[src/rtl/mem_port_arbiter.sv]
// Shares one SRAM-like memory port between the fetch and data channels.
// Single outstanding transaction; round-robin on simultaneous requests.
module mem_port_arbiter #(
  parameter int ADDR_W = 32,
  parameter int DATA_W = 32
) (
  input  logic                clk,
  input  logic                rst,
  input  logic                inst_req,
  input  logic [ADDR_W-1:0]   inst_addr,
  output logic                inst_addr_ok,
  output logic                inst_data_ok,
  output logic [DATA_W-1:0]   inst_rdata,
  input  logic                data_req,
  input  logic                data_wr,
  input  logic [DATA_W/8-1:0] data_wen,
  input  logic [ADDR_W-1:0]   data_addr,
  input  logic [DATA_W-1:0]   data_wdata,
  output logic                data_addr_ok,
  output logic                data_data_ok,
  output logic [DATA_W-1:0]   data_rdata,
  output logic                mem_req,
  output logic                mem_wr,
  output logic [DATA_W/8-1:0] mem_wen,
  output logic [ADDR_W-1:0]   mem_addr,
  output logic [DATA_W-1:0]   mem_wdata,
  input  logic                mem_addr_ok,
  input  logic                mem_data_ok,
  input  logic [DATA_W-1:0]   mem_rdata,
  output logic                busy
);
  localparam int WEN_W = DATA_W / 8;
  localparam logic CH_INST = 1'b0;
  localparam logic CH_DATA = 1'b1;

  typedef enum logic [1:0] {IDLE, ISSUE, WAIT} state_t;

  typedef struct packed {
    logic              wr;
    logic [WEN_W-1:0]  wen;
    logic [ADDR_W-1:0] addr;
    logic [DATA_W-1:0] wdata;
  } req_t;

  state_t state, state_nxt;
  logic   owner, owner_nxt, last_grant, last_nxt, owner_wr, owner_wr_nxt;
  logic   quiet, block, grant, sel, accept, done;
  req_t   inst_r, data_r, sel_r;

  // Outputs stay silent while rst is sampled and for one cycle after.
  assign block  = rst | quiet;
  assign grant  = (inst_req & data_req) ? ~last_grant : data_req;
  assign sel    = (state == IDLE) ? grant : owner;
  assign inst_r = '{wr: 1'b0, wen: '0, addr: inst_addr, wdata: '0};
  assign data_r = '{wr: data_wr, wen: data_wen, addr: data_addr, wdata: data_wdata};
  assign sel_r  = (sel == CH_DATA) ? data_r : inst_r;

  always_ff @(posedge clk) begin
    if (rst) begin
      state      <= IDLE;
      owner      <= CH_INST;
      last_grant <= CH_INST;
      owner_wr   <= 1'b0;
      quiet      <= 1'b1;
    end else begin
      state      <= state_nxt;
      owner      <= owner_nxt;
      last_grant <= last_nxt;
      owner_wr   <= owner_wr_nxt;
      quiet      <= 1'b0;
    end
  end

  always_comb begin
    state_nxt    = state;
    owner_nxt    = owner;
    last_nxt     = last_grant;
    owner_wr_nxt = owner_wr;
    case (state)
      IDLE: if (mem_req) begin
        owner_nxt    = grant;
        owner_wr_nxt = sel_r.wr;
        if (mem_addr_ok) begin
          last_nxt  = grant;
          state_nxt = WAIT;
        end else begin
          state_nxt = ISSUE;
        end
      end
      ISSUE: if (accept) begin
        last_nxt  = owner;
        state_nxt = WAIT;
      end
      WAIT: if (done) state_nxt = IDLE;
      default: state_nxt = IDLE;
    endcase
  end

  always_comb begin
    mem_req = 1'b0;
    done    = 1'b0;
    case (state)
      IDLE:    mem_req = (inst_req | data_req) & ~block;
      ISSUE:   mem_req = ~block;
      WAIT:    done    = mem_data_ok & ~block;
      default: mem_req = 1'b0;
    endcase
    accept       = mem_req & mem_addr_ok;
    inst_addr_ok = accept & (sel == CH_INST);
    data_addr_ok = accept & (sel == CH_DATA);
    inst_data_ok = done & (owner == CH_INST);
    data_data_ok = done & (owner == CH_DATA);
    inst_rdata   = inst_data_ok ? mem_rdata : '0;
    data_rdata   = (data_data_ok & ~owner_wr) ? mem_rdata : '0;
    mem_wr       = mem_req & sel_r.wr;
    mem_wen      = mem_req ? sel_r.wen : '0;
    mem_addr     = mem_req ? sel_r.addr : '0;
    mem_wdata    = mem_req ? sel_r.wdata : '0;
    busy         = (state != IDLE) & ~block;
  end
endmodule

[config.mk]
export PLATFORM = sky130hd
export DESIGN_NAME = mem_port_arbiter
export DESIGN_NICKNAME = d
export VERILOG_FILES = /design/src/rtl/mem_port_arbiter.sv
export SDC_FILE = /design/constraint.sdc
export NUM_CORES = 1
export LEC_CHECK = 0
export ABC_AREA = 1
export CAP_MARGIN = 20
export CORE_AREA = 2 2 109 111
export DETAILED_ROUTE_END_ITERATION = 6
export DIE_AREA = 0 0 111 113
export GPL_TIMING_DRIVEN = 0
export SKIP_LAST_GASP = 1
export SYNTH_ARGS = -nofsm -noshare
export SYNTH_HDL_FRONTEND = slang
export SYNTH_SLANG_ARGS = --single-unit
[constraint.sdc]
create_clock -name clk -period 1.4 [get_ports clk]
set_input_delay 0.14 -clock clk [delete_from_list [all_inputs] [get_ports clk]]
set_output_delay 0.14 -clock clk [all_outputs]
set_load 0.01 [all_outputs]
==> impl_results.md <==
- Fin crit share: 1.30
- Crit. End Element: output port
- Failing checks: setup timing
- Top cell type by total area after synthesis: nor2_1
- Largest family of logic cells by synthesized area: simple AND/OR/NAND/NOR gates
- Synthesized cell area: 1550 um2
- Yosys top cell area share: 0.333
- Placed Cells: 758
- Worst stage delay on the critical path: 0.32 ns
- Synth area leaders: nor2_1 33%, inv_1 19%, a21oi_1 12%
- Net switching power: 0.682 mW
- Ys flop type: dfxtp_1
- Post-synthesis mux area share: 0
- Clock power frac: 0.245
- Hold depth: 1
- Worst-path cell chain: nor2_4 -> nand2_4 -> nor4_4 -> nand2_2 -> buf_8 -> buf_6 -> nor2_4 -> buf_6
- Initial core utilization: 0.137
- First-pass GRT wire length: 16.2 mm
- Post-Synth Simple-Gate Area: 0.422
- Max Cap Violations: 0
- Total grt overflow: 0
- Comb pwr share: 0.657
- Area grow syn2layout: 283%
- TritonCTS clock tree: built
- Commonest cells post-synth: 137 x nor2_1, 78 x inv_1, 37 x a21oi_1, 23 x o21ai_0, 11 x buf_2
- Post-synth ARST share: 0
- CTS Hold Buffers Added: 0
- Final hold vios: 0
- Cell Pwr Density: 333 nW/um2
- Syn nets: 477
- Synthesized area per cell: 4.58 um2
- Max rail drop VDD: 0.283 mV
- CP Data Required Time: 1.26 ns
- Initial antenna violation count: 0
- RSZ-0062 raised after global routing: yes
- RD Place Congestion: 0.858
- DR WL/cell: 13.7 um
- Die width: 111 um
- Critical Path Start Type: flop
- Adder-cell share of the synthesized area: 0
- Final ANT Viol Nets: 0
- CP Data Arrival Time: 1.68 ns
- Worst reg-to-reg setup slack: -0.07 ns
- Clk slew on worst S/H paths: 0.03 ns
- Post-Route Utilization: 0.525
- Top-count cell post-synth: nor2_1
- Non-Filler Instances: 832
- Worst min-delay path class: primary input to flop
- R2R depth: 10
- Via/cell ratio: 4.19
- Layout cell share with drive strength beyond 1: 0.511
- N_diodes: 0
- Final worst clock skew: 0.00129 ns
- Post-Synth XOR/XNOR Area: 0
- Die Height: 113 um
- Worst Tran Pin Value: 0.267 ns
- Internal power: 1.29 mW
- Count of input and output buffers: 277
- CP max stage cell: dfxtp_2
- Count of pins over their slew limit: 0
- Multi-input gate area: 1680 um2
- Fillers: 1,068
- DRC violations left: 0
- DP Worst Slack: -1.22 ns
- Hold Startpoint: rst
- Cell row count: 39
- Clock sink count: 6
- Final worst setup slack: -0.417 ns
- EDFF count, synth: 0
- Nets: 830
- # H-tree levels: 1
- Num ports: 278
- Hold Crit Endpoint: quiet
- Sequential-to-total area share from yosys stat: 0.0777
- Max Clock Freq: 550 MHz
- Overall power: 1.97 mW
- Via count: 3,488
- Synthesized instance count: 338
- WL final: 11.4 mm
- Final setup violation count: 139
- Register area: 130 um2
- Slew margin rel.: 0.822
- Netlist cell types: 21
- Worst-case clock buffer depth: 2
- Clock root cell: clkbuf_16
- Worst skew pair latency: 0.24 ns
- Switching Share: 0.345
- Largest net degree at the start of global routing: 11
- Total CTS buffers: 3
- Die ar.: 12,500 um2
- Ys Warns: 0
- Worst Path Max Fanout: 5
- Detail Placement HPWL: 8.12 mm
- Register share of total power: 0.098
- Critical R2R Launch: quiet
- Critical R2R Capture: last_grant
- Initial DRC Count: 116
- Pleak: 2.90 nW
- Flops & latches, synth: 6
- Final min period: 1.82 ns
- Core Region: 11,300 um2
- Drt pass-1 iters: 4
- GRT Util Overall: 0.155
- Setup Crit Path Kind: flop to output port
- Outcome: finished, violations left
- Vias in the first global route: 3,369
- Compound-Gate Fraction of Synth Area: 0.234
==> through the flow <==
stage	hold WS (ns)	setup TNS (ns)	instance area [um2]
global placement	0.455	-141.60	4580
detailed placement	0.469	-144.59	4580
finish	0.158	-41.69	5920
global route	0.165	-53.06	5920
CTS	0.347	-40.06	5030
floorplan	0.168	-0.326	1630
==> cell usage in the layout, fill, tap and decap left out, types with 2 or more instances in the layout <==
cell type / count
inv_1: 75
nor2_2: 20
clkdlybuf4s15_2: 15
a21oi_2: 18
buf_8: 12
clkdlybuf4s50_1: 135
buf_6: 78
clkbuf_2: 2
nor2_4: 48
nand3_1: 2
nor2_1: 71
o21ai_1: 12
dfxtp_4: 2
dlygate4sd2_1: 10
dfxtp_2: 2
clkbuf_16: 8
buf_12: 6
nand2_2: 2
o21ai_2: 17
dfxtp_1: 2
nand2_1: 6
o21ai_0: 3
nand2_8: 4
nand2_4: 4
inv_2: 3
clkbuf_8: 4
buf_2: 69
buf_4: 31
nor3_2: 2
a21oi_1: 18
==> worst max-delay path: cells and delay by family (launching register included) <==
family        cells  cell delay (ns)
simple gates      5             0.71
buf+inv           3             0.42
flops             1             0.32
==> logic make-up (layout without fill, tap and decap cells) <==
logic type,after synthesis,after routing
AND/OR/NAND/NOR,161,163
buffers and inverters,100,449
AO/OA/AOI/OAI,71,71
flip-flops,6,6
==> registers in the layout (all words and copies together) (netlist names) <==
signal	cells
last_grant	1
owner	1
owner_wr	1
quiet	1
state	2
==> worst max path at each step <==
stage,from,end,slack [ns],depth (start not counted)
after floorplan,quiet,data_rdata[10],-0.01,6
after global placement,rst,mem_wdata[11],-1.21,8
after detailed placement,rst,mem_wdata[11],-1.22,8
after CTS,quiet,data_rdata[23],-0.39,8
after global routing,quiet,data_rdata[5],-0.52,8
final,quiet,data_rdata[23],-0.42,8
==> power groups by stage <==
stage          combinational, mW  clock, mW  sequential [mW]
5_1_grt                     1.38      0.506            0.194
6_report                    1.30      0.484            0.193
3_5_place_dp               0.928          0            0.193
4_1_cts                     1.09      0.487            0.192
3_3_place_gp               0.919          0            0.192
2_1_floorplan              0.308          0            0.191
==> cell type report <==
type / instances / share of cell area
plain buffers: 19 / 0.0448
clock buffers: 3 / 0.0127
inverters: 79 / 0.0505
multi-input cells: 234 / 0.284
flip-flops and latches: 6 / 0.0220
well taps: 143 / 0.0302
repair buffers: 348 / 0.555
==> what timing repair did <==
action | 4_1_cts | 5_1_grt
gates cloned | 8 | 5
setup endpoints to repair | 142 | 139
setup buffers | 36 | 26
resized for setup | 647 | 186
pin swaps | 28 | 39
==> per-layer routing <==
metal / GRT usage / share of wire / vias up
met2: 0.315 / 0.55 / 177
met5: 0 / 0 / -
li1: - / - / 1710
met3: 0.0316 / 0.071 / 23
met1: 0.155 / 0.35 / 1578
met4: 0.0558 / 0.029 / 0
(Power assumes the default switching activity.)
